File: config.mk
export PLATFORM = sky130hd
export DESIGN_NAME = qualidade_flat
export DESIGN_NICKNAME = d
export VERILOG_FILES = /design/src/rtl/qualidade_pkg.sv /design/src/rtl/qualidade_if.sv /design/src/rtl/qualidade.sv /design/src/flat_wrapper.sv
export SDC_FILE = /design/constraint.sdc
export NUM_CORES = 1
export LEC_CHECK = 0
export CAP_MARGIN = 20
export CELL_PAD_IN_SITES_DETAIL_PLACEMENT = 0
export CELL_PAD_IN_SITES_GLOBAL_PLACEMENT = 1
export CORE_AREA = 2 2 39 41
export CTS_CLUSTER_DIAMETER = 100
export CTS_CLUSTER_SIZE = 28
export DETAILED_ROUTE_END_ITERATION = 8
export DIE_AREA = 0 0 41 43
export GPL_TIMING_DRIVEN = 0
export PLACE_DENSITY = 0.68
export SLEW_MARGIN = 10
export SYNTH_ARGS = -nofsm -noshare
export SYNTH_HDL_FRONTEND = slang
export SYNTH_SLANG_ARGS = --single-unit
File: constraint.sdc
create_clock -name clk -period 2.1 [get_ports clk]
set_input_delay 0.42 -clock clk [delete_from_list [all_inputs] [get_ports clk]]
set_output_delay 0.42 -clock clk [all_outputs]
set_load 0.1 [all_outputs]
File: src/rtl/qualidade_pkg.sv
// Shared types and LED codes for the qualidade inspection station.
package qualidade_pkg;

    typedef enum logic [1:0] {
        IDLE      = 2'b00,
        MEDINDO   = 2'b01,
        APROVADO  = 2'b10,
        REPROVADO = 2'b11
    } estado_t;

    localparam logic [1:0] LED_IDLE      = 2'b00;
    localparam logic [1:0] LED_MEDINDO   = 2'b01;
    localparam logic [1:0] LED_APROVADO  = 2'b10;
    localparam logic [1:0] LED_REPROVADO = 2'b11;

endpackage

File: src/rtl/qualidade_if.sv
// Sensor front-end / LED panel bundle for the inspection station.
interface qualidade_if;

    logic       presenca;
    logic       rgb;
    logic       rgb_valido;
    logic [1:0] leds;

    modport master (
        output presenca,
        output rgb,
        output rgb_valido,
        input  leds
    );

    modport slave (
        input  presenca,
        input  rgb,
        input  rgb_valido,
        output leds
    );

endinterface

File: src/rtl/qualidade.sv
// Moore grading FSM: wait for object, wait for colour verdict,
// hold approved/rejected until the object leaves.
module qualidade
    import qualidade_pkg::*;
#(
    parameter int TIMEOUT_CYCLES = 16
) (
    input  logic       clk,
    input  logic       rst,
    qualidade_if.slave bus
);

    localparam int CNT_W = $clog2(TIMEOUT_CYCLES + 1);
    localparam logic [CNT_W-1:0] CNT_LAST = CNT_W'(TIMEOUT_CYCLES - 1);

    estado_t          estado;
    estado_t          estado_nxt;
    logic [CNT_W-1:0] cnt;
    logic [CNT_W-1:0] cnt_nxt;

    always_ff @(posedge clk) begin
        if (rst) begin
            estado <= IDLE;
            cnt    <= '0;
        end else begin
            estado <= estado_nxt;
            cnt    <= cnt_nxt;
        end
    end

    // Removal beats a verdict; a verdict beats the timeout.
    always_comb begin
        estado_nxt = estado;
        cnt_nxt    = cnt;
        unique case (estado)
            IDLE: begin
                if (bus.presenca) begin
                    estado_nxt = MEDINDO;
                    cnt_nxt    = '0;
                end
            end
            MEDINDO: begin
                if (!bus.presenca) begin
                    estado_nxt = IDLE;
                end else if (bus.rgb_valido) begin
                    estado_nxt = bus.rgb ? APROVADO : REPROVADO;
                end else if (cnt == CNT_LAST) begin
                    estado_nxt = REPROVADO;
                end else begin
                    cnt_nxt = cnt + 1'b1;
                end
            end
            APROVADO, REPROVADO: begin
                if (!bus.presenca) begin
                    estado_nxt = IDLE;
                end
            end
        endcase
    end

    always_comb begin
        bus.leds = LED_IDLE;
        unique case (estado)
            IDLE:      bus.leds = LED_IDLE;
            MEDINDO:   bus.leds = LED_MEDINDO;
            APROVADO:  bus.leds = LED_APROVADO;
            REPROVADO: bus.leds = LED_REPROVADO;
        endcase
    end

endmodule

File: src/flat_wrapper.sv
// flat-port wrapper written by rule: the top's interface ports become plain ports
module qualidade_flat import qualidade_pkg::*;
#(
    parameter int TIMEOUT_CYCLES = 16
)
  (clk, rst, bus_presenca, bus_rgb, bus_rgb_valido, bus_leds);
  qualidade_if bus_i ();
  input  logic clk;
  input  logic rst;
  input wire logic [$bits(bus_i.presenca)-1:0] bus_presenca;
  input wire logic [$bits(bus_i.rgb)-1:0] bus_rgb;
  input wire logic [$bits(bus_i.rgb_valido)-1:0] bus_rgb_valido;
  output wire logic [$bits(bus_i.leds)-1:0] bus_leds;
  assign bus_i.presenca = bus_presenca;
  assign bus_i.rgb = bus_rgb;
  assign bus_i.rgb_valido = bus_rgb_valido;
  assign bus_leds = bus_i.leds;
  qualidade #(.TIMEOUT_CYCLES(TIMEOUT_CYCLES)) u_core (.clk(clk), .rst(rst), .bus(bus_i));
endmodule
==> reports/metrics.cfg, run 1 <==
[pwr]
switching_pwr_mw = 0.08335
share_of_power_burned_in_registers_pct = 44.7
clockPowerShare_pct = 40.3
power.internal_mw = 0.2260
p_leak_nw = 0.1817
power_per_cell_area_nw_per_um2 = 612.0
switching_share_of_power_pct = 26.94
vdd_ir_drop_max_v = 0.0002029
power.share.combinational_pct = 15.0

[global_routing]
largest_net_degree_at_the_start_of_global_routing = 9
initial_antenna_violation_count = 0
groute.usage.overall_pct = 10.73
grt_pass1_vias = 298
grt_remaining_overflow = 0
grt_first_pass_wirelength_mm = 1.235

[cells_and_area]
postLayoutCellArea_sq_um = 505.5
instances_no_fill = 70
synthToLayoutAreaGrowth_pct = 25.86
drive_gt1_share_pct = 18.52
antenna_cells_inserted = 0
final_net_count = 62

[timing]
final-hold-violation-count = 0
layout_worst_path_cycle_share_pct = 96.02
setup_viol = 0
holdWs_ns = 0.4817
finalClockSkew_ns = 0.002712
maxSlewViolCount = 0
maxClockFrequency_mhz = 496.0
final.min_clock_period_ns = 2.016
rsz0062_at_grt = false
relSlewSlack_pct = 36.94
least_margin_pin_slew_ns = 0.9497
fin_setup_tns_ns = 0

[logic_synthesis]
post_synth_num_cell_types = 27
synth_flop_cell = dfxtp_1
post_synth_and_or_nand_nor_area_fraction_pct = 29.60
synth_nets = 51
synth_xor_xnor_area_share_pct = 0
synth_top_area_share_pct = 34.89
synth_top_area_cell = dfxtp_1
postSynthAreaPerCell_sq_um = 9.128
synth_adder_area_share_pct = 6.231
synthesis.yosys.warnings = 0
number_of_synthesized_flops_with_an_enable_pin = 0
synth_commonest_cells = dfxtp_1, o21ai_0, a21oi_1
postSynth.asyncResetShare_pct = 0
ys_seq_area_share_pct = 34.89
synthesis.area_sq_um = 401.6
muxShareOfSynthArea_pct = 0
yosys.cell_count.top_type = dfxtp_1
synth_top_family_by_area = simple AND/OR/NAND/NOR gates
synth.area.top_cells = dfxtp_1, ha_1, o21ai_0
compound_gate_portion_of_the_synthesized_area_pct = 22.74
synth-seq-cells = 7
postSynthCellCount = 44

[clock_tree]
clk_path_buf_depth = 2
root_buffer = clkbuf_4
clk-insertion-delay-late_ns = 0.25
cts_made_buffers = 3
path_clk_slew_ns = 0.05
htree_levels = 1
tritoncts = yes
setup_repair_bufs_after_cts = 0
cts_sinks = 7
postCtsHoldBufs = 0

[placed_design]
placedCellCount = 66
port_buffer_count = 6
dpl_cell_area_sq_um = 481.7
gp_routability_congestion = 0.7082

[floorplan]
num_rows = 14
io_pins = 7
die_area_sq_um = 1763
start_util_pct = 29.02
core_area_sq_um = 1384
die_h_um = 43
dieWidth_um = 41

[setup_path]
timing.critical_path.max_delay_family = buffers and inverters
critical_path.startpoint_type = register
r2r.worst_path.cells = 6
timing_worst_setup_path_type = reg2out
type_of_destination_of_the_critical_path = primary output
cp_data_required_time_ns = 1.68
critical_path_arrival_ns = 1.60
critical_path.max_fanout = 6
critical-path-max-stage-delay_ns = 0.84
cp_slowest_cell = dlygate4sd2_1
worstSetupPathDepth = 2
timing.critical_path.buf_inv = 2
timing.critical_path.cells = clkbuf_1 > dlygate4sd2_1

[worst_hold_path]
worstHoldPathType = reg2reg
worst_hold_path.num_cells = 2

[detailed_routing]
avgViaCountPerCell = 5.329
drc = 0
detail_route.iter0.violations = 3
route.detailed.wl_per_inst_um = 11.46
vias = 373
route.final.wire_length_um = 802
ant_nets = 0
drt_pass1_iterations = 4

[job]
maxCapViolations = 0

[status]
status = finished clean

==> metal layers <==
metal  global-route usage, %  part of all wire (%)  vias up
li1                        -                     -      183
met1                   13.78                    49      178
met2                   14.37                    46        8
met3                   3.141                   2.2        4
met4                   8.000                   2.9        0
met5                       0                     0        -
==> cell type report <==
cell class / instances / area (sq um)
fill: 153 / 878.3
multi-input combinational: 32 / 235.2
sequential: 7 / 140.1
timing repair buffer: 6 / 57.56
clock buffer: 4 / 26.28
tap: 16 / 20.02
buffer: 3 / 18.77
inverter: 2 / 7.507
==> through the flow <==
step / setup slack [ns] / utilization, % / power (mW)
6_report: 0.08368 / 36.53 / 0.3094
5_1_grt: 0.02689 / 36.53 / 0.3224
4_1_cts: 0.06630 / 36.53 / 0.3148
3_5_place_dp: 0.05789 / 34.81 / 0.1887
3_3_place_gp: 0.04925 / 34.81 / 0.1887
2_1_floorplan: 0.4446 / - / 0.1709
==> layout by cell type, fill, tap and decap left out <==
master / netlist / layout
a211oi_2: 1 / 1
a21oi_1: 3 / 3
a311oi_1: 1 / 1
a31oi_1: 1 / 1
and2b_1: 1 / 1
and2b_2: 1 / 1
and3_2: 1 / 1
buf_6: 1 / 1
clkbuf_1: 2 / 3
clkbuf_4: 0 / 3
clkdlybuf4s50_1: 0 / 4
dfxtp_1: 7 / 7
dlygate4sd2_1: 0 / 2
ha_1: 2 / 2
inv_1: 2 / 2
nand2b_1: 1 / 1
nand3_1: 1 / 1
nand3_2: 1 / 1
nand3b_1: 1 / 1
nand4_1: 2 / 2
nand4b_1: 2 / 2
nor2_1: 2 / 2
nor2b_1: 1 / 1
nor2b_2: 1 / 1
o21a_1: 1 / 1
o21ai_0: 4 / 4
o21ai_1: 1 / 1
o32ai_2: 1 / 1
or2b_1: 1 / 1
or3_1: 1 / 1
==> kinds of logic after synthesis <==
| kind of cell | Yosys count |
|---|---|
| simple gates | 17 |
| buf+inv | 5 |
| compound gates | 13 |
| flops | 7 |
| fa+ha+maj | 2 |
==> path summary, 6_finish.rpt <==
path,from,end,slack (ns)
worst max-delay path,u_core.estado[1],bus_leds[1],0.08
worst min register to register,u_core.cnt[4],u_core.cnt[4],0.48
worst min-delay path,u_core.cnt[4],u_core.cnt[4],0.48
worst max register to register,u_core.cnt[0],u_core.cnt[2],0.44
==> registers in the layout (all words and copies together) (netlist names) <==
name           count
u_core.cnt         5
u_core.estado      2
==> worst register-to-register path, delay by kind of cell, from the launching register on <==
family	cells	cell delay [ns]
AOI/OAI and AO/OA	2	0.48
adders and majority gates	2	0.41
and+or+nand+nor	2	0.35
DFF	1	0.34
==> power groups by stage <==
| stage | Combinational (mW) | Sequential, mW | Clock, mW |
|---|---|---|---|
| 2_1_floorplan | 0.0305 | 0.140 | 0 |
| 3_3_place_gp | 0.0477 | 0.141 | 0 |
| 3_5_place_dp | 0.0476 | 0.141 | 0 |
| 4_1_cts | 0.0464 | 0.138 | 0.130 |
| 5_1_grt | 0.0493 | 0.138 | 0.135 |
| 6_report | 0.0465 | 0.138 | 0.125 |
==> timing repair <==
action | in CTS | in global routing
gates resized for setup | 2 | 0
endpoints found under the setup margin | 2 | 0
hold endpoints to repair | 0 | 0
Power figures use the tool's default switching activity.
==> run 2: changes to the inputs <==
Settings changed: CTS_CLUSTER_SIZE 28 to 25.
Clock period 2.1 ns to 2 ns, I/O delays scaled along.
==> run 2 against run 1 <==
- clock power increased by 5%
- die area unchanged
- register-to-register slack got worse by 0.10 ns
- core utilization decreased by 0.18 points
- critical endpoint is now bus_leds[0]
- routed wire length increased by 0.25%
- largest cell class unchanged
- highest routed layer unchanged
- clock-buffer cell count unchanged
- global-route usage decreased by 0.10 points
- power increased by 5.1%
- cell count unchanged
- sequential cell count unchanged
- combinational power increased by 5.4%
==> reports/metrics.cfg, run 2 (synthesis results as in run 1) <==
[status]
status = finished clean  ; unchanged

[detailed_routing]
detail_route.iter0.violations = 4  ; was 3
route.final.wire_length_um = 804  ; was 802 um
ant_nets = 0  ; unchanged
drc = 0  ; unchanged
avgViaCountPerCell = 5.329  ; unchanged
route.detailed.wl_per_inst_um = 11.49  ; was 11.46 um
vias = 373  ; unchanged
drt_pass1_iterations = 4  ; unchanged

[placed_design]
port_buffer_count = 6  ; unchanged
dpl_cell_area_sq_um = 481.7  ; unchanged
placedCellCount = 66  ; unchanged
gp_routability_congestion = 0.7082  ; unchanged

[cells_and_area]
final_net_count = 62  ; unchanged
largest_register_ff_count = 5  ; unchanged
largest_register = u_core.cnt  ; unchanged
synthToLayoutAreaGrowth_pct = 25.23  ; was 25.86%
num-fill-cells = 154  ; was 153
postLayoutCellArea_sq_um = 503.0  ; was 505.5 sq um
layout_common_cells = dfxtp_1, o21ai_0, clkdlybuf4s50_1  ; unchanged
drive_gt1_share_pct = 20.37  ; was 18.52%
reg_top3 = u_core.cnt x5, u_core.estado x2  ; unchanged
antenna_cells_inserted = 0  ; unchanged
instances_no_fill = 70  ; unchanged
mostFrequentLayoutCell = dfxtp_1  ; unchanged

[global_routing]
largest_net_degree_at_the_start_of_global_routing = 9  ; unchanged
grt_pass1_vias = 292  ; was 298
groute.usage.overall_pct = 10.63  ; was 10.73%
grt_remaining_overflow = 0  ; unchanged
grt_first_pass_wirelength_mm = 1.221  ; was 1.235 mm
initial_antenna_violation_count = 0  ; unchanged

[timing]
layout_worst_path_cycle_share_pct = 97.54
relSlewSlack_pct = 37.23  ; was 36.94%
finalClockSkew_ns = 0.002712  ; unchanged
final.min_clock_period_ns = 1.951
fin_setup_tns_ns = 0  ; unchanged
maxSlewViolCount = 0  ; unchanged
setup_viol = 0  ; unchanged
final-hold-violation-count = 0  ; unchanged
maxClockFrequency_mhz = 512.6
holdWs_ns = 0.4817  ; unchanged
rsz0062_at_grt = false  ; unchanged
least_margin_pin_slew_ns = 0.9453  ; was 0.9497 ns

[clock_tree]
cts_sinks = 7  ; unchanged
setup_repair_bufs_after_cts = 0  ; unchanged
clk-insertion-delay-late_ns = 0.25  ; about the same
root_buffer = clkbuf_4  ; unchanged
clk_path_buf_depth = 2  ; unchanged
tritoncts = yes  ; unchanged
cts_made_buffers = 3  ; unchanged
htree_levels = 1  ; unchanged
path_clk_slew_ns = 0.05  ; about the same

[worst_hold_path]
holdPathEnd = u_core.cnt[4]  ; unchanged
hp-start = u_core.cnt[4]  ; unchanged
worstHoldPathType = reg2reg  ; unchanged
worst_hold_path.num_cells = 2  ; unchanged

[setup_path]
type_of_destination_of_the_critical_path = primary output  ; unchanged
critical_path_arrival_ns = 1.55  ; was 1.60 ns
r2r_setup_slack_ns = 0.34  ; was 0.44 ns
timing_worst_setup_path_type = reg2out  ; unchanged
critical_path.max_fanout = 5  ; was 6
setup_crit_start = u_core.estado[0]  ; was u_core.estado[1]
critical_path.startpoint_type = register  ; unchanged
cp_data_required_time_ns = 1.60  ; was 1.68 ns
critical_path.reg2reg.startpoint = u_core.cnt[0]  ; unchanged
worstReg2RegEnd = u_core.cnt[2]  ; unchanged
r2r.worst_path.cells = 6  ; unchanged

[floorplan]
start_util_pct = 29.02  ; unchanged
die_area_sq_um = 1763  ; unchanged
io_pins = 7  ; unchanged
die_h_um = 43  ; unchanged
core_area_sq_um = 1384  ; unchanged
num_rows = 14  ; unchanged
dieWidth_um = 41  ; unchanged

[pwr]
vdd_ir_drop_max_v = 0.0002131  ; was 0.0002029 V
p_leak_nw = 0.1760  ; was 0.1817 nW
power_per_cell_area_nw_per_um2 = 646.2  ; was 612.0 nW/um^2

[job]
maxCapViolations = 0  ; unchanged

[run 2: cell types whose count changed in the layout (fill, tap and decap cells not counted)]
cell and delta:
clkbuf_2 +1, clkdlybuf4s15_1 +1, dlygate4sd2_1 -2
[run 2: power by group]
part           total, mW  switching (mW)  internal (mW)
combinational     0.0490          0.0300         0.0190
clock              0.131          0.0545         0.0763
sequential         0.145         0.00307          0.142
[run 2: area by class of cell]
class	instances	area (sq um)	area share, %
Buffer	3	18.77	3.731
Clock buffer	4	26.28	5.224
Inverter	2	7.507	1.493
Multi-Input combinational cell	32	235.2	46.77
Sequential cell	7	140.1	27.86
Tap cell	16	20.02	3.980
Timing Repair Buffer	6	55.05	10.95
[run 2: metrics by stage]
| step | utilization (%) | setup slack [ns] | power, mW |
|---|---|---|---|
| floorplan | - | 0.3646 | 0.1794 |
| global placement | 34.81 | -0.03075 | 0.1982 |
| detailed placement | 34.81 | -0.02211 | 0.1982 |
| CTS | 36.62 | 0.01270 | 0.3306 |
| global route | 36.35 | 0.007247 | 0.3387 |
| finish | 36.35 | 0.04916 | 0.3250 |
[run 2: worst max-delay path by stage]
stage | cells after the start | end
finish | 2 | bus_leds[0]
CTS | 2 | bus_leds[0]
floorplan | 1 | bus_leds[1]
global route | 2 | bus_leds[0]
detailed placement | 2 | bus_leds[1]
global placement | 2 | bus_leds[1]
[run 2: timing repair]
| action | in CTS | in global routing |
|---|---|---|
| hold buffers | 0 | 0 |
| endpoints found under the setup margin | 2 | 2 |
| resized for setup | 3 | 2 |
[run 2: critical path: stages (launching register included)]
cell and delay (ns):
dfxtp_1 0.38, clkbuf_1 0.10, clkdlybuf4s15_1 0.81
[run 2: metal layers]
metal  wire [um]  up-vias  GRT usage, %
met4          23        0         8.000
met2         369        8         14.06
li1            -      183             -
met1         392      178         13.78
met5           0        -             0
met3          18        4         3.141
==> RTL edit (config.mk and constraints of run 1) <==
The 4 values of `estado_t` get a Gray code encoding in 2 bits.
--- a/src/rtl/qualidade_pkg.sv
+++ b/src/rtl/qualidade_pkg.sv
@@ -5,6 +5,6 @@
         IDLE      = 2'b00,
         MEDINDO   = 2'b01,
-        APROVADO  = 2'b10,
-        REPROVADO = 2'b11
+        APROVADO  = 2'b11,
+        REPROVADO = 2'b10
     } estado_t;
 
Function: same outputs for any inputs over 10 cycles, from zero or initial values and one cycle with rst high; not proved beyond that.
==> RTL edit against run 1 <==
- first-iteration DRC count is 33% higher
- final area is 28% higher
- setup slack worse by 0.026 ns
- sequential cell count stayed put
- routed wire length is 32% higher
- critical path depth is 5 higher
- synthesized area is 22% higher
- highest routed layer unchanged
Power is not compared: it rests on default switching activity, and its combinational part moved more than twofold at a synthesized area within 25%.
==> RTL edit: results <==
set metrics [dict create \
    status "finished, final reports clean" \
    ys_top_cells_by_area "dfxtp_1 (29%), ha_1 (18%), nor2_1 (5.4%), nand2b_1 (5.1%), mux2i_1 (4.1%)" \
    buf_share_pct 11.6 \
    slowest_stage "or4b_1" \
    crit_family "simple AND/OR/NAND/NOR gates" \
    synth_seq_area_share_pct 28.6 \
    grt_pass1_wl_microns 1740 \
    synthTopCellsByCount "dfxtp_1 (7), ha_1 (7), nor2_1 (7)" \
    port_buffers 6 \
    drtIter0Drc 4 \
    wl_met2_microns 525 \
    netlist_area_sq_um 489 \
    seqCellArea_sq_um 145 \
    grt_pass1_vias 435 \
    fin_nets 80 \
    synth-compound-area-share_pct 15.1 \
    slowest_delay_ns 0.47 \
    route.detailed.wl_per_inst_microns 12.8 \
    cts_resized 10 \
    gp_congestion 0.648 \
    relSlewSlack_pct 64.0 \
    skew_ns 0.00533 \
    grt_max_degree 11 \
    grtUsageMet1_pct 16.8 \
    avgViaCountPerCell 5.37 \
    multi_input_area_share_pct 57.1 \
    route.met3.wl_microns 29 \
    syn-num-nets 67 \
    worstHoldPathType "flop to flop" \
    muxShareOfSynthArea_pct 4.09 \
    synth_fa_ha_area_share_pct 17.9 \
    final-clk-cell-share_pct 4.06 \
    arrival_ns 2.22 \
    grt_usage_pct 15.2 \
    place_area_sq_um 572 \
    cts_setup_buffers 1 \
    inv_count 3 \
    synthXorXnorAreaFrac_pct 0 \
    path_max_fanout 5 \
    drt-met1-wl_microns 489 \
    seq-cell-share_pct 22.4 \
    drive_gt1_share_pct 25.4 \
]
RTL edit: changes by cell type after synthesis, sizes merged, moves of 3 or more:
cell / run 1 / this run
o21ai: 5 / 1
ha: 2 / 7
nor2: 2 / 7
nand2b: 1 / 4
RTL edit: metrics by stage:
step           setup slack [ns]  hold WS (ns)  TNS, ns  std cells  total power, mW
4_1_cts                 0.00537         0.494        0         82            0.480
6_report                 0.0580         0.507        0         83            0.477
3_3_place_gp             -0.276         0.474   -0.571         77            0.340
3_5_place_dp             -0.288         0.484   -0.586         77            0.340
5_1_grt                 -0.0195         0.544  -0.0195         83            0.509
2_1_floorplan            0.0389         0.450        0         55            0.299
RTL edit: worst paths after layout:
check	from	to	slack [ns]	cells after the start
min	u_core.cnt[1]	u_core.cnt[1]	0.51	2
max reg2reg	u_core.cnt[1]	u_core.cnt[4]	0.06	7
max	u_core.cnt[1]	u_core.cnt[4]	0.06	7
min reg2reg	u_core.cnt[1]	u_core.cnt[1]	0.51	2
